`config.mk`:
```
export PLATFORM = sky130hd
export DESIGN_NAME = pdm_modulator_flat
export DESIGN_NICKNAME = d
export VERILOG_FILES = /design/src/rtl/pdm_modulator_if.sv /design/src/rtl/pdm_modulator.sv /design/src/flat_wrapper.sv
export SDC_FILE = /design/constraint.sdc
export NUM_CORES = 1
export LEC_CHECK = 0
export ABC_AREA = 1
export BUFFER_PORTS_ARGS = -buffer_cell sky130_fd_sc_hd__buf_2
export CELL_PAD_IN_SITES_DETAIL_PLACEMENT = 1
export CELL_PAD_IN_SITES_GLOBAL_PLACEMENT = 2
export CORE_UTILIZATION = 41
export CTS_CLUSTER_DIAMETER = 100
export DETAILED_ROUTE_END_ITERATION = 8
export PLACE_DENSITY_LB_ADDON = 0.1
export SLEW_MARGIN = 5
export SYNTH_ARGS = -nofsm -noshare
export SYNTH_HDL_FRONTEND = slang
export SYNTH_SLANG_ARGS = --single-unit
```
`constraint.sdc`:
```
create_clock -name Clock -period 10.6 [get_ports Clock]
set_input_delay 1.06 -clock Clock [delete_from_list [all_inputs] [get_ports Clock]]
set_output_delay 1.06 -clock Clock [all_outputs]
set_load 0.05 [all_outputs]
```
`src/rtl/pdm_modulator_if.sv`:
```
`default_nettype none
// ============================================================================
// Module      : pdm_modulator_if
// Description : Sample-input and bitstream-output bundle of the PCM-to-PDM
//               transmitter. The master side pushes PCM samples and observes
//               the PDM stream and status pulses; the slave side is the
//               modulator itself.
// Revision    : 1.0 - initial release
// ============================================================================
interface pdm_modulator_if;
  logic        Push;
  logic [15:0] Din;
  logic        Full;
  logic        BitOut;
  logic        FILTER;
  logic        Overflow;
  logic        Underrun;

  modport master (
    output Push,
    output Din,
    input  Full,
    input  BitOut,
    input  FILTER,
    input  Overflow,
    input  Underrun
  );

  modport slave (
    input  Push,
    input  Din,
    output Full,
    output BitOut,
    output FILTER,
    output Overflow,
    output Underrun
  );
endinterface
`default_nettype wire

```
`src/rtl/pdm_modulator.sv`:
```
`default_nettype none
// ============================================================================
// Module      : pdm_modulator
// Description : PCM-to-PDM transmitter. Signed 16-bit samples are queued in a
//               small FIFO and each one is held for OSR clocks while a
//               sigma-delta loop emits one PDM bit per clock. FILTER marks the
//               last bit of every frame for the decimating receiver.
//               Build option PDM_ORDER2_EN selects a second-order loop; when
//               undefined only the first-order integrator exists.
// Revision    : 1.0 - initial release
// ============================================================================
module pdm_modulator #(
  parameter int OSR        = 256,
  parameter int FIFO_DEPTH = 4,
  parameter int ACC_W      = 24
) (
  input  wire logic      Clock,
  input  wire logic      Reset,
  pdm_modulator_if.slave bus
);

  localparam int c_cnt_w  = $clog2(OSR);
  localparam int c_ptr_w  = $clog2(FIFO_DEPTH);
  localparam int c_fcnt_w = c_ptr_w + 1;
  // Two guard bits cover acc + x - fb before saturation.
  localparam int c_v_w    = ACC_W + 2;

  localparam logic [c_cnt_w-1:0]         c_last_bit   = c_cnt_w'(OSR - 1);
  localparam logic [c_fcnt_w-1:0]        c_depth      = c_fcnt_w'(FIFO_DEPTH);
  localparam logic signed [c_v_w-1:0]    c_sat_max    = {3'b000, {(ACC_W-1){1'b1}}};
  localparam logic signed [c_v_w-1:0]    c_sat_min    = -c_sat_max;
  localparam logic signed [c_v_w-1:0]    c_full_scale = c_v_w'(32768);

  typedef enum logic [0:0] {
    S_IDLE = 1'b0,
    S_RUN  = 1'b1
  } state_t;

  state_t                     r_state;
  state_t                     w_state_next;

  logic [c_cnt_w-1:0]         r_bit_cnt;
  logic                       w_wrap;

  logic [15:0]                r_mem [FIFO_DEPTH];
  logic [c_ptr_w-1:0]         r_wr_ptr;
  logic [c_ptr_w-1:0]         r_rd_ptr;
  logic [c_fcnt_w-1:0]        r_count;
  logic [c_fcnt_w-1:0]        w_count_next;
  logic                       r_full;
  logic                       w_push_ok;
  logic                       w_not_empty;
  logic                       w_pop;
  logic                       w_underrun;

  logic signed [15:0]         r_sample;
  logic signed [ACC_W-1:0]    r_acc1;
  logic signed [ACC_W-1:0]    w_acc1_next;
  logic signed [c_v_w-1:0]    w_x;
  logic signed [c_v_w-1:0]    w_fb;
  logic signed [c_v_w-1:0]    w_v1;
  logic                       w_bit_next;
  logic                       r_bit;
  logic                       r_overflow;
  logic                       r_underrun;

  // Clamp a guarded sum back into the symmetric integrator range.
  function automatic logic signed [ACC_W-1:0] f_sat(input logic signed [c_v_w-1:0] v);
    if (v > c_sat_max) begin
      return c_sat_max[ACC_W-1:0];
    end else if (v < c_sat_min) begin
      return c_sat_min[ACC_W-1:0];
    end else begin
      return v[ACC_W-1:0];
    end
  endfunction

  assign w_wrap      = (r_bit_cnt == c_last_bit);
  assign w_push_ok   = bus.Push && !r_full;
  assign w_not_empty = (r_count != '0);

  // Free-running frame counter; never gated so the FILTER cadence is fixed.
  always_ff @(posedge Clock or posedge Reset) begin
    if (Reset) begin
      r_bit_cnt <= '0;
    end else begin
      r_bit_cnt <= r_bit_cnt + c_cnt_w'(1);
    end
  end

  // Occupancy after this cycle; Full is judged from the registered count only.
  always_comb begin
    w_count_next = r_count;
    case ({w_push_ok, w_pop})
      2'b10:   w_count_next = r_count + c_fcnt_w'(1);
      2'b01:   w_count_next = r_count - c_fcnt_w'(1);
      default: w_count_next = r_count;
    endcase
  end

  // Sample FIFO storage, pointers and registered Full flag.
  always_ff @(posedge Clock or posedge Reset) begin
    if (Reset) begin
      for (int i = 0; i < FIFO_DEPTH; i++) begin
        r_mem[i] <= '0;
      end
      r_wr_ptr <= '0;
      r_rd_ptr <= '0;
      r_count  <= '0;
      r_full   <= 1'b0;
    end else begin
      if (w_push_ok) begin
        r_mem[r_wr_ptr] <= bus.Din;
        r_wr_ptr        <= r_wr_ptr + c_ptr_w'(1);
      end
      if (w_pop) begin
        r_rd_ptr <= r_rd_ptr + c_ptr_w'(1);
      end
      r_count <= w_count_next;
      r_full  <= (w_count_next == c_depth);
    end
  end

  // FSM state register.
  always_ff @(posedge Clock or posedge Reset) begin
    if (Reset) begin
      r_state <= S_IDLE;
    end else begin
      r_state <= w_state_next;
    end
  end

  // Frame-boundary decisions: pop a waiting sample or fall back to silence.
  always_comb begin
    w_state_next = r_state;
    w_pop        = 1'b0;
    w_underrun   = 1'b0;
    case (r_state)
      S_IDLE: begin
        if (w_wrap && w_not_empty) begin
          w_pop        = 1'b1;
          w_state_next = S_RUN;
        end
      end
      S_RUN: begin
        if (w_wrap) begin
          if (w_not_empty) begin
            w_pop = 1'b1;
          end else begin
            w_underrun   = 1'b1;
            w_state_next = S_IDLE;
          end
        end
      end
      default: w_state_next = S_IDLE;
    endcase
  end

  // Sample register changes only at frame boundaries; silence when nothing queued.
  always_ff @(posedge Clock or posedge Reset) begin
    if (Reset) begin
      r_sample <= '0;
    end else if (w_wrap) begin
      r_sample <= w_pop ? $signed(r_mem[r_rd_ptr]) : 16'sd0;
    end
  end

  assign w_x  = {{(c_v_w-16){r_sample[15]}}, r_sample};
  assign w_fb = r_bit ? c_full_scale : -c_full_scale;

  // First integrator: accumulate input minus the fed-back full-scale level.
  always_comb begin
    w_v1        = {{2{r_acc1[ACC_W-1]}}, r_acc1} + w_x - w_fb;
    w_acc1_next = f_sat(w_v1);
  end

  // First integrator register.
  always_ff @(posedge Clock or posedge Reset) begin
    if (Reset) begin
      r_acc1 <= '0;
    end else begin
      r_acc1 <= w_acc1_next;
    end
  end

`ifdef PDM_ORDER2_EN
  logic signed [ACC_W-1:0] r_acc2;
  logic signed [ACC_W-1:0] w_acc2_next;
  logic signed [c_v_w-1:0] w_v2;

  // Second integrator fed by the updated first integrator; its sign is the bit.
  always_comb begin
    w_v2        = {{2{r_acc2[ACC_W-1]}}, r_acc2}
                + {{2{w_acc1_next[ACC_W-1]}}, w_acc1_next} - w_fb;
    w_acc2_next = f_sat(w_v2);
    w_bit_next  = !w_acc2_next[ACC_W-1];
  end

  // Second integrator register.
  always_ff @(posedge Clock or posedge Reset) begin
    if (Reset) begin
      r_acc2 <= '0;
    end else begin
      r_acc2 <= w_acc2_next;
    end
  end
`else
  // Quantiser on the unsaturated first-order sum.
  always_comb begin
    w_bit_next = !w_v1[c_v_w-1];
  end
`endif

  // Registered PDM bit and status pulses.
  always_ff @(posedge Clock or posedge Reset) begin
    if (Reset) begin
      r_bit      <= 1'b0;
      r_overflow <= 1'b0;
      r_underrun <= 1'b0;
    end else begin
      r_bit      <= w_bit_next;
      r_overflow <= bus.Push && r_full;
      r_underrun <= w_underrun;
    end
  end

  assign bus.BitOut   = r_bit;
  assign bus.FILTER   = w_wrap;
  assign bus.Full     = r_full;
  assign bus.Overflow = r_overflow;
  assign bus.Underrun = r_underrun;

endmodule
`default_nettype wire
```
`src/flat_wrapper.sv`:
```
// flat-port wrapper written by rule: the top's interface ports become plain ports
module pdm_modulator_flat 
#(
  parameter int OSR        = 256,
  parameter int FIFO_DEPTH = 4,
  parameter int ACC_W      = 24
)
  (Clock, Reset, bus_Push, bus_Din, bus_Full, bus_BitOut, bus_FILTER, bus_Overflow, bus_Underrun);
  pdm_modulator_if bus_i ();
  input  wire logic Clock;
  input  wire logic Reset;
  input wire logic [$bits(bus_i.Push)-1:0] bus_Push;
  input wire logic [$bits(bus_i.Din)-1:0] bus_Din;
  output wire logic [$bits(bus_i.Full)-1:0] bus_Full;
  output wire logic [$bits(bus_i.BitOut)-1:0] bus_BitOut;
  output wire logic [$bits(bus_i.FILTER)-1:0] bus_FILTER;
  output wire logic [$bits(bus_i.Overflow)-1:0] bus_Overflow;
  output wire logic [$bits(bus_i.Underrun)-1:0] bus_Underrun;
  assign bus_i.Push = bus_Push;
  assign bus_i.Din = bus_Din;
  assign bus_Full = bus_i.Full;
  assign bus_BitOut = bus_i.BitOut;
  assign bus_FILTER = bus_i.FILTER;
  assign bus_Overflow = bus_i.Overflow;
  assign bus_Underrun = bus_i.Underrun;
  pdm_modulator #(.OSR(OSR), .FIFO_DEPTH(FIFO_DEPTH), .ACC_W(ACC_W)) u_core (.Clock(Clock), .Reset(Reset), .bus(bus_i));
endmodule
```
* Word-level counts from Yosys, hierarchy flattened
Index checks and enable logic that the tools add are counted.
** Word-level totals
- Output and inout port bits :: 5
- Register bits :: 124
- Word-level logic and storage cells :: 61
** Cells by class
- Eq/ne operators :: 4
- Muxes and demuxes :: 20
- Bitwise gates (word level) :: 3
- $lt $le $gt $ge :: 5
- Add/sub/neg operators :: 7
- Reduce and logical (&&, ||, !) cells :: 7
** Operators by type and width (number)
- 64-bit bitwise mux :: 1
- 16-bit two-way mux :: 4
- 24-bit two-way mux :: 2
- 16-bit binary-select mux with 2-bit select :: 1
- 16-bit demux with 2-bit select :: 1
- 26-bit by 24-bit > comparator with 1-bit output (second input constant) :: 1
- 26-bit by 24-bit less-than comparator with 1-bit output (second input constant) :: 1
- 26-bit two-way mux :: 1
- 26-bit subtractor :: 1
- 24-bit by 16-bit adder with 25-bit output :: 1
- 8-bit by 1-bit adder with 8-bit output (second input constant) :: 1
- 8-bit == test (second input constant) :: 1
- 1-bit two-way mux :: 7
- 3-bit greater-or-equal comparator (second input constant) :: 2
- 2-bit NOT with 3-bit output :: 2
- 3-bit case mux with 2 select lines :: 1
- 2-bit by 1-bit adder with 2-bit output (second input constant) :: 2
- 1-bit logical AND :: 4
- 1-bit case mux with 2 select lines :: 2
- 3-bit by 1-bit adder with 3-bit output (second input constant) :: 1
- 3-bit == test (second input constant) :: 1
- 3-bit by 1-bit less-than comparator with 1-bit output (second input constant) :: 1
- 3-bit nonzero test :: 1
- 3-bit by 1-bit subtractor with 3-bit output (second input constant) :: 1
- other kinds (4) :: 5

* Depth between registers and ports, before layout
Gate-level depths: netlist of the first run.
- Depth after elaboration :: 7
- Mapped depth :: 30

* Worst setup path before layout of the first run
OpenSTA, ideal clock, no wires.
- Path kind :: register to register
- Start point :: reg u_core.r_sample[0]
- End point :: reg u_core.r_acc1[0]
- Data required time :: 10.473 ns
- Setup time :: 0.127 ns
- Cell stages (with the launch flop) :: 24
- Data arrival time :: 3.497 ns
- Slack :: 6.976 ns
- Path through :: dfrtp_1 ha_1 fa_1 nand3_1 nand2_1 nand3_1 nand3_1 nand2_1 nand2_1 a21oi_1 o21ai_0 xor2_1 ha_1 nand2_1 o211ai_1 nand2_1 nand2_1 a21oi_1 or2_1 a22oi_2 inv_2 nand2_2 buf_6 nand3b_1
** On the way
- Cells in the longest elaborated chain, start to end :: 5
- Elaborated cells between the ends (all ways) :: 6
** Ends and longest elaborated chain
- start, declared :: line pdm_modulator.sv:56 : logic signed [15:0] r_sample;
- start signal, assigned :: line pdm_modulator.sv:164 : r_sample <= w_pop ? $signed(r_mem[r_rd_ptr]) : 16'sd0;
- 24-bit by 16-bit adder with 25-bit output * :: line pdm_modulator.sv:173 : w_v1 = {{2{r_acc1[ACC_W-1]}}, r_acc1} + w_x - w_fb;
- 26-bit subtractor * :: line pdm_modulator.sv:173
- 26-bit by 24-bit less-than comparator with 1-bit output :: line pdm_modulator.sv:71 : end else if (v < c_sat_min) begin
- 24-bit two-way mux :: line pdm_modulator.sv:71
- 24-bit two-way mux * :: line pdm_modulator.sv:69 : if (v > c_sat_max) begin
- via u_core.w_acc1_next[0] :: line pdm_modulator.sv:58 : logic signed [ACC_W-1:0] w_acc1_next;
- end signal, assigned :: line pdm_modulator.sv:182 : r_acc1 <= w_acc1_next;
- end, declared :: line pdm_modulator.sv:57 : logic signed [ACC_W-1:0] r_acc1;
Mark *: on every way through the listed nets, which the timed path passes. The rest lies on a longest branch.
A chain may end at the register's enable or synchronous reset.

* Worst setup path after layout of the first run
Same ends and word-level chain as after synthesis.

==> results.toml, run 1 <==
[setup_path]
cpMostUsedCell = "nand2_1"
critical_path_class = "reg -> reg"
critPathSlowestCell = "nand2_1"
crit_fanout = 23
crit_chain = "ha_1, fa_1, nand3_1, nand2_1, nand3_1, nand3_1, nand2_1, nand2_1, a21oi_1, o21ai_0, xor2_1, ha_1, nand2_1, o211ai_1, nand2_1, nand2_1, a21oi_1, or2_1, a22oi_2, nand2_1, nand3b_1"
start_kind = "register"
crit_required_ns = 10.92
endpoint_kind = "register"
crit_family = "simple AND/OR/NAND/NOR gates"
crit_path_max_incr_delay_ns = 0.59
cp.arrival_ns = 4.90
crit_buf_inv = 0

[clocking]
path_clk_slew_ns = 0.06
post-cts-setup-buffers = 0
numClockSinks = 124
cts_tree = "yes"
holdBufCountCts = 0
clockBufferDepth = 2
clk_latency_ns = 0.42
clockRootBuffer = "clkbuf_16"
cts_buffers = 17
h-tree-depth = 4
cts_resized = 0

[drt]
postRouteAntennaNets = 0
first_iter_violations = 246
drt-pass1-iter-count = 6
drt-total-wl_um = 17700
via_per_inst = 5.12
drc = 0
detail_route.wl_per_cell_um = 16.5
via_count = 5517

[placement]
dp_hpwl_um = 12400
place_inst = 1046
numPortBuffers = 23
gp_congestion = 0.800

[finish]
antenna-diode-count = 0
ff_latch_area_um2 = 3100
nets = 911
stdcell_count = 1078
fillers = 1975
syn2layout_area_growth_pct = 12.9
multi_input_area_um2 = 3150
final_layout_size_suffix_gt1_share_pct = 8.12
fin_util_pct = 47.7

[power_and_ir_drop]
p_per_area_nw_per_um2 = 194
swShare_pct = 30.2
power.switching_uw = 447
p_int_uw = 1040
comb_power_share_pct = 16.5
ir_drop_mv = 0.151
p_leak_uw = 0.00421
clkPwrFrac_pct = 38.6
seqPwrFrac_pct = 44.8
p_total_uw = 1480

[synthesis]
ys.flop_type = "dfrtp_1"
synthCells = 831
synth_edf_count = 0
syn_area_um2 = 6760
yosysSeqAreaShare_pct = 45.9
synth_area_per_cell_um2 = 8.14
synthTopCellsByArea = "dfrtp_1, nand2_1, ha_1, o21ai_0, inv_1"
synth_seq_cells = 124
synthArstFlopShare_pct = 100
synth.distinct_cells = 34
yosysWarnings = 0
syn_nets = 893
synth.largest_area_cell = "dfrtp_1"
synth_top_area_share_pct = 45.9

[floorplanning]
core_um2 = 16000
fp.dieH_um = 130
ios = 24
fp.dieArea_um2 = 17000
num_rows = 46
start_util_pct = 42.3
die_width_um = 130

[timing]
drv_slew = 0
min_period_over_period_pct = 43.2
rsz0062_at_grt = "no"
fin_crit_ns = 4.58
fmax_mhz = 219
finClkSkew_ns = 0.00822
hold_viol_final = 0
worst_slew_pin_slew_ns = 1.16
hold_slack_ns = 0.459
tns_ns = 0
setup_viol_count_final = 0
slew_headroom_pct = 22.3

[global_routing]
grt.total_usage_pct = 23.1
antenna_found_initial = 0
grt_first_pass_wirelength_um = 29900
grt_max_degree = 79
overflow = 0
grt_pass1_vias = 5887

[min_path]
holdCritPathClass = "reg -> reg"

[job]
cap_violations = 0

[run_status]
status = "completed"
placed cells by master (no fill, tap or decap), types with 2 or more instances in the layout:
| cell type | instances |
|---|---|
| nand2_1 | 247 |
| dfrtp_1 | 124 |
| inv_1 | 100 |
| o21ai_0 | 90 |
| nand3_1 | 48 |
| a21oi_1 | 43 |
| ha_1 | 40 |
| nor2_1 | 26 |
| buf_2 | 23 |
| xor2_1 | 22 |
| clkbuf_16 | 17 |
| a32o_1 | 16 |
| xnor2_1 | 9 |
| nor3_1 | 6 |
| nand2_2 | 5 |
| clkinvlp_4 | 5 |
| clkinv_2 | 4 |
| o21bai_1 | 3 |
| nand3b_1 | 3 |
| fa_1 | 3 |
| buf_4 | 3 |
| clkinv_1 | 2 |
| nand4_1 | 2 |
| or2_1 | 2 |
| bufinv_16 | 2 |
| inv_6 | 2 |
worst reg2reg max path, stage by stage (launching register included):
cell      delay, ns
dfrtp_1        0.38
ha_1           0.22
fa_1           0.42
nand3_1        0.12
nand2_1        0.13
nand3_1        0.10
nand3_1        0.11
nand2_1        0.08
nand2_1        0.07
a21oi_1        0.22
o21ai_0        0.16
xor2_1         0.17
ha_1           0.38
nand2_1        0.10
o211ai_1       0.27
nand2_1        0.08
nand2_1        0.06
a21oi_1        0.07
or2_1          0.24
a22oi_2        0.19
nand2_1        0.59
nand3b_1       0.32
registers in the layout (all words and copies together) (netlist names), named ones only:
signal               flops
u_core.r_wr_ptr          2
u_core.r_rd_ptr          2
u_core.bus.Overflow      1
u_core.r_acc1           24
u_core.bus.Full          1
u_core.r_mem            64
u_core.r_bit_cnt         8
u_core.bus.Underrun      1
u_core.r_sample         16
u_core.bus.BitOut        1
u_core.r_count           3
cells in the mapped netlist, types with 3 or more instances:
| library cell | count |
|---|---|
| nor2_1 | 26 |
| fa_1 | 3 |
| clkbuf_1 | 22 |
| nand2_2 | 5 |
| o21ai_0 | 90 |
| nand3_1 | 48 |
| o21bai_1 | 3 |
| nand3b_1 | 3 |
| nor3_1 | 6 |
| a32o_1 | 16 |
| buf_2 | 3 |
| ha_1 | 40 |
| nand2_1 | 247 |
| xor2_1 | 22 |
| xnor2_1 | 9 |
| dfrtp_1 | 124 |
| a21oi_1 | 43 |
| inv_1 | 101 |
cell type report:
| type | count | area share, % |
|---|---|---|
| repair buffers | 26 | 1.80 |
| well taps | 216 | 3.54 |
| flip-flops and latches | 124 | 40.6 |
| multi-input cells | 576 | 41.2 |
| clock buffers | 18 | 5.75 |
| inverters | 104 | 5.15 |
| clock inverters | 14 | 1.88 |
power groups by stage:
stage | logic, uW | clock network [uW] | registers [uW]
2_1_floorplan | 182 | 0 | 658
3_5_place_dp | 246 | 0 | 670
3_3_place_gp | 227 | 0 | 663
5_1_grt | 292 | 601 | 680
6_report | 245 | 573 | 665
4_1_cts | 250 | 585 | 664
layer usage:
metal  wire (um)  up-vias  global-route usage, %  part of all wire (%)
li1            -     2735                      -                     -
met1        8370     2714                   30.4                    47
met2        8770       48                   39.7                    49
met3         352       20                   3.22                   2.0
met4         248        0                   7.10                   1.4
met5           0        -                      0                     0
final timing paths:
path / from / endpoint / slack (ns) / depth (start not counted)
max reg2reg: u_core.r_sample[0] / u_core.r_acc1[0] / 6.02 / 21
min: u_core.r_bit_cnt[0] / u_core.r_bit_cnt[0] / 0.46 / 1
max in group asynchronous: Reset / u_core.r_mem[12] / 8.41 / 3
min in group asynchronous: Reset / u_core.r_mem[24] / 0.74 / 2
min reg2reg: u_core.r_bit_cnt[0] / u_core.r_bit_cnt[0] / 0.46 / 1
max: u_core.r_sample[0] / u_core.r_acc1[0] / 6.02 / 21
cell families (layout without fill, tap and decap cells):
logic type               Yosys count  after routing  share of synthesized area (%)
buffers and inverters            131            162                           7.55
AO/OA/AOI/OAI                    158            158                           13.3
XOR/XNOR                          31             31                           4.01
flip-flops                       124            124                           45.9
AND/OR/NAND/NOR                  344            344                           20.9
adder cells (fa/ha/maj)           43             43                           8.29
per-stage QoR:
step                      area (um2)  setup WS, ns
after floorplan                 6760          6.24
after global placement          7050          6.20
after detailed placement        7050          6.02
after CTS                       7640          5.99
after global routing            7640          5.55
final                           7640          6.02
(Power assumes the default switching activity.)
==> inputs of run 2 (changes only) <==
--- a/config.mk
+++ b/config.mk
@@ -5,11 +5,11 @@
 export SDC_FILE = /design/constraint.sdc
 export NUM_CORES = 1
 export LEC_CHECK = 0
-export ABC_AREA = 1
+export ABC_AREA = 0
 export BUFFER_PORTS_ARGS = -buffer_cell sky130_fd_sc_hd__buf_2
 export CELL_PAD_IN_SITES_DETAIL_PLACEMENT = 1
 export CELL_PAD_IN_SITES_GLOBAL_PLACEMENT = 2
-export CORE_UTILIZATION = 41
+export CORE_UTILIZATION = 39
 export CTS_CLUSTER_DIAMETER = 100
 export DETAILED_ROUTE_END_ITERATION = 8
 export PLACE_DENSITY_LB_ADDON = 0.1
==> constraint.sdc (replaced) <==
create_clock -name Clock -period 3.9 [get_ports Clock]
set_input_delay 0.39 -clock Clock [delete_from_list [all_inputs] [get_ports Clock]]
set_output_delay 0.39 -clock Clock [all_outputs]
set_load 0.05 [all_outputs]
==> results.toml, run 2 <==
[floorplanning]
ios = 24
num_rows = 48
fp.dieArea_um2 = 18200
fp.dieH_um = 135
core_um2 = 17300
die_width_um = 135
start_util_pct = 39.9

[drt]
first_iter_violations = 198
drc = 0
drt-pass1-iter-count = 4
detail_route.wl_per_cell_um = 19.6
via_per_inst = 5.39
postRouteAntennaNets = 0
via_count = 5181
drt-total-wl_um = 18800

[timing]
drv_slew = 0
worst_slew_pin_slew_ns = 1.03
slew_headroom_pct = 31.1
setup_ws_ns = -0.276
min_period_over_period_pct = 107
rsz0062_at_grt = "yes"
setup_viol_count_final = 23
fin_crit_ns = 4.18
hold_viol_final = 0
finClkSkew_ns = 0.0125
fmax_mhz = 239

[synthesis]
synth_edf_count = 0
synthTopCellsByArea = "dfrtp_1, mux2_2, ha_1, mux4_2, xnor2_1"
yosysWarnings = 0
synth_seq_cells = 124
yosysSeqAreaShare_pct = 45.0
ys.flop_type = "dfrtp_1"
synth_top_area_share_pct = 45.0
syn_nets = 644
syn_area_um2 = 6900
synthCells = 582
synth.distinct_cells = 71
netlist_top_cells_count = "dfrtp_1, mux2_2, ha_1"
synth_most_common_cell = "dfrtp_1"
synth.largest_area_cell = "dfrtp_1"
synth_area_per_cell_um2 = 11.9
synthArstFlopShare_pct = 100

[finish]
reg_top3 = "u_core.r_mem x64, u_core.r_acc1 x24, u_core.r_sample x16"
antenna-diode-count = 0
top_register = "u_core.r_mem"
final_area_um2 = 9090
mostFrequentLayoutCells = "dfrtp_1, buf_4, mux2_2"
nets = 785
final_layout_size_suffix_gt1_share_pct = 45.9
final_common_cell = "dfrtp_1"
syn2layout_area_growth_pct = 31.8
largest_register_ffs = 64
stdcell_count = 961

[setup_path]
cp.arrival_ns = 4.53
crit_buf_inv = 2
critical_path_class = "reg -> reg"
crit_family = "compound AO/OA/AOI/OAI gates"
crit_required_ns = 4.25
crit_path_max_incr_delay_ns = 0.43
crit_chain = "ha_4, a21o_1, and3_4, o311ai_4, a21boi_2, o21a_1, a41oi_2, nor2b_2, xnor2_1, ha_1, buf_4, and4_4, nand3_1, o41ai_2, a211oi_2, nand3_2, buf_6, a21o_4, a21oi_2"
r2r_setup_slack_ns = -0.28
r2r-end = "u_core.r_acc1[12]"
start_kind = "register"
critPathSlowestCell = "dfrtp_1"
rr_worst_depth = 19
crit_fanout = 8
endpoint_kind = "register"
r2r_start = "u_core.r_sample[6]"

[placement]
dp_hpwl_um = 13400
dpl_cell_area_um2 = 8090
gp_congestion = 0.823
numPortBuffers = 23
place_inst = 916
post-place-ws_ns = -0.492

[min_path]
min_to = "u_core.bus.Overflow"
hold_path_depth = 2
hold_start = "bus_Push"
holdCritPathClass = "in -> reg"

[clocking]
path_clk_slew_ns = 0.06
h-tree-depth = 4
clk_latency_ns = 0.42
numClockSinks = 124
clockRootBuffer = "clkbuf_16"
cts_buffers = 17
clockBufferDepth = 2
holdBufCountCts = 0
cts_tree = "yes"

[run_status]
status = "complete, but fails checks"
violations = "negative setup slack"

[power_and_ir_drop]
p_per_area_nw_per_um2 = 466
p_leak_uw = 0.00405
ir_drop_mv = 0.426

[global_routing]
grt_first_pass_wirelength_um = 31000
antenna_found_initial = 0
grt.total_usage_pct = 22.3
overflow = 0
grt_max_degree = 84
grt_pass1_vias = 5920

[job]
cap_violations = 0
-- run 2: changes by cell type after synthesis, sizes merged, moves of 9 or more --
cell    previous run  this run
a21o               0         9
a22o               0        16
a32o              16         0
clkbuf            22        11
inv              102        23
mux2               0        64
mux4               0        16
nand2            252        23
nand3             49        19
o21ai             90        19
xnor2              9        22
xor2              22        11
-- run 2: kinds of logic after synthesis --
logic type      share of synthesized area, %
compound gates                          14.8
xor+xnor                                4.19
fa+ha+maj                               8.13
buf+inv                                 2.54
flops                                   45.0
mux                                     15.8
simple gates                            9.50
-- run 2: repair_timing --
action / CTS / global route
gates resized for setup: 43 / 19
endpoints found under the setup margin: 25 / 23
gates cloned: 2 / 0
pin swaps: 21 / 16
buffers inserted: 8 / 3
-- run 2: layout make-up --
| class | instances | area (um2) |
|---|---|---|
| timing repair buffer | 138 | 1020 |
| clock buffer | 17 | 425 |
| fill | 1824 | 8210 |
| tap | 225 | 282 |
| clock inverter | 15 | 155 |
| inverter | 23 | 88.8 |
| sequential | 124 | 3100 |
| multi-input combinational | 419 | 4010 |
-- run 2: worst max-delay path by stage --
stage | start | end | cells past startpoint | slack, ns
floorplan | u_core.r_sample[0] | u_core.r_acc1[9] | 20 | 0.004
global placement | u_core.r_acc1[0] | u_core.r_acc1[1] | 18 | -0.33
detailed placement | u_core.r_acc1[0] | u_core.r_acc1[3] | 19 | -0.49
CTS | u_core.r_acc1[0] | u_core.r_acc1[0] | 21 | -0.21
global route | u_core.r_sample[6] | u_core.r_acc1[0] | 20 | -0.45
finish | u_core.r_sample[6] | u_core.r_acc1[12] | 19 | -0.28
-- run 2: power by group --
| part | switching (uW) | internal (uW) | leakage (uW) |
|---|---|---|---|
| combinational | 340 | 489 | 0.00225 |
| clock | 653 | 898 | 0.000273 |
| sequential | 192 | 1660 | 0.00153 |
-- run 2: metrics by stage --
step	setup TNS, ns	hold slack (ns)	power (uW)	utilization, %
after floorplan	0	0.422	2470	-
after global placement	-6.53	0.436	2620	46.8
after detailed placement	-9.10	0.447	2720	46.8
after CTS	-3.48	0.178	4290	51.7
after global routing	-9.38	0.188	4450	52.5
final	-5.59	0.192	4230	52.5
-- run 2: metal layers --
| layer | GRT usage, % | share of wire (%) |
|---|---|---|
| met5 | 0 | 0 |
| met4 | 7.05 | 1.5 |
| met3 | 4.17 | 2.2 |
| met2 | 39.8 | 52 |
| met1 | 27.0 | 44 |
==> inputs of run 3 (changes only) <==
--- a/config.mk
+++ b/config.mk
@@ -12,6 +12,7 @@
 export CORE_UTILIZATION = 39
 export CTS_CLUSTER_DIAMETER = 100
 export DETAILED_ROUTE_END_ITERATION = 8
+export GPL_TIMING_DRIVEN = 0
 export PLACE_DENSITY_LB_ADDON = 0.1
 export SLEW_MARGIN = 5
 export SYNTH_ARGS = -nofsm -noshare
==> results.toml, run 3 (synthesized netlist as in run 2, its figures left out) <==
[setup_path]
r2r_setup_slack_ns = -0.37
cpMostUsedCell = "a21oi_2"
endpoint_kind = "register"
critPathSlowestCell = "dfrtp_1"
cp.arrival_ns = 4.61
crit_required_ns = 4.25
crit_fanout = 6
crit_chain = "ha_4, fa_2, a21oi_4, o221ai_4, a21oi_2, o21ai_4, o21a_1, a21oi_2, o21bai_1, xor2_2, ha_4, a21o_1, a21oi_2, o21bai_4, nor3_2, a211oi_2, nand3_4, o21a_4, buf_8, buf_12, a21oi_2"
start_kind = "register"
crit_path_max_incr_delay_ns = 0.44
critical_path_class = "reg -> reg"

[clocking]
cts_buffers = 17
h-tree-depth = 4
path_clk_slew_ns = 0.06
numClockSinks = 124
cts_tree = "yes"
clk_latency_ns = 0.43
clockRootBuffer = "clkbuf_16"
clockBufferDepth = 2

[drt]
first_iter_violations = 161
drt-total-wl_um = 17800
detail_route.wl_per_cell_um = 19.7
via_count = 4950
via_per_inst = 5.50
drc = 0
drt-pass1-iter-count = 4
postRouteAntennaNets = 0

[timing]
drv_slew = 0
hold_viol_final = 0
rsz0062_at_grt = "yes"
fin_crit_ns = 4.27
worst_slew_pin_slew_ns = 0.834
finClkSkew_ns = 0.0106
fmax_mhz = 234
setup_viol_count_final = 21
min_period_over_period_pct = 109
tns_ns = -6.49
setup_ws_ns = -0.369
slew_headroom_pct = 44.4

[placement]
dpl_cell_area_um2 = 7430
gp_congestion = 0.810
dp_hpwl_um = 12000
post-place-ws_ns = -0.973
numPortBuffers = 23

[global_routing]
antenna_found_initial = 0
grt_pass1_vias = 5368
grt_first_pass_wirelength_um = 29200
grt_max_degree = 99
grt.total_usage_pct = 21.2
overflow = 0

[power_and_ir_drop]
power.switching_uw = 1160
seqPwrFrac_pct = 43.8
swShare_pct = 27.6
p_per_area_nw_per_um2 = 472
p_leak_uw = 0.00379
p_int_uw = 3050
comb_power_share_pct = 19.4
clkPwrFrac_pct = 36.8
ir_drop_mv = 0.346

[finish]
mostFrequentLayoutCells = "dfrtp_1, mux2_2, buf_4"
ff_latch_area_um2 = 3100
antenna-diode-count = 0
multi_input_area_um2 = 4300
largest_register_ffs = 64
fillers = 1769
final_layout_size_suffix_gt1_share_pct = 43.4
nets = 724
final_common_cell = "dfrtp_1"
syn2layout_area_growth_pct = 29.5
final_area_um2 = 8930
reg_top3 = "u_core.r_mem x64, u_core.r_acc1 x24, u_core.r_sample x16"
top_register = "u_core.r_mem"

[floorplanning]
ios = 24
core_um2 = 17300
start_util_pct = 39.9
fp.dieArea_um2 = 18200
fp.dieH_um = 135
die_width_um = 135
num_rows = 48

[run_status]
status = "complete, but fails checks"
violations = "negative setup slack"

[job]
cap_violations = 0

[min_path]
holdCritPathClass = "in -> reg"
## run 3: cell types whose count changed in the layout (fill, tap and decap cells not counted), sizes merged
cell / before / now
a21o: 10 / 9
dlygate4sd3: 0 / 1
inv: 30 / 31
clkinv: 3 / 2
clkbuf: 17 / 28
buf: 138 / 66
## run 3: path summary, 6_finish.rpt
check | start | end | depth (start not counted)
min in group asynchronous | Reset | u_core.r_bit_cnt[2] | 3
setup reg to reg | u_core.r_sample[0] | u_core.r_acc1[7] | 21
max in group asynchronous | Reset | u_core.r_sample[1] | 4
hold / removal | bus_Push | u_core.bus.Overflow | 2
hold reg to reg | u_core.r_bit_cnt[0] | u_core.r_bit_cnt[0] | 1
setup / recovery | u_core.r_sample[0] | u_core.r_acc1[7] | 21
## run 3: cell type report
type	count	share of cell area [%]
multi-input combinational	418	48.1
sequential	124	34.8
timing repair buffer	63	5.38
clock buffer	17	4.76
tap	225	3.15
clock inverter	15	1.71
inverter	23	1.08
buffer	15	1.06
## run 3: worst max-delay path, delay by kind of cell (launching register included)
family | cells | cell delay [ns]
AO/OA/AOI/OAI | 13 | 2.16
adder cells (fa/ha/maj) | 3 | 0.81
flip-flops | 1 | 0.44
buffers and inverters | 2 | 0.28
AND/OR/NAND/NOR | 2 | 0.24
XOR/XNOR | 1 | 0.23
## run 3: power by group through the flow
stage	clock network, uW	registers, uW	logic, uW
6_report	1550	1840	817
5_1_grt	1640	1900	899
4_1_cts	1590	1850	834
3_5_place_dp	0	1870	826
3_3_place_gp	0	1830	785
2_1_floorplan	0	1810	656
## run 3: what timing repair did
action                                  CTS  global route
hold endpoints to repair                 26             0
gates cloned                              2             0
buffers inserted                         26            12
endpoints found under the setup margin   25            23
resized for setup                        76            49
hold buffers                              1             0
pin swaps                                40            27
## run 3: stage by stage
step	instances	total power [uW]	utilization, %	hold slack (ns)
after floorplan	582	2470	-	0.422
after global routing	900	4440	51.6	0.186
after detailed placement	831	2690	43.0	0.385
final	900	4210	51.6	0.187
after global placement	830	2610	42.8	0.440
after CTS	892	4270	49.9	0.176
## run 3: routing by layer
metal  vias up  share of wire (%)  track usage (%)
met5         -                  0                0
met4         0                2.3             9.36
met3        26                1.5             3.57
met2        52                 51             36.0
met1      2536                 45             26.4
li1       2336                  -                -
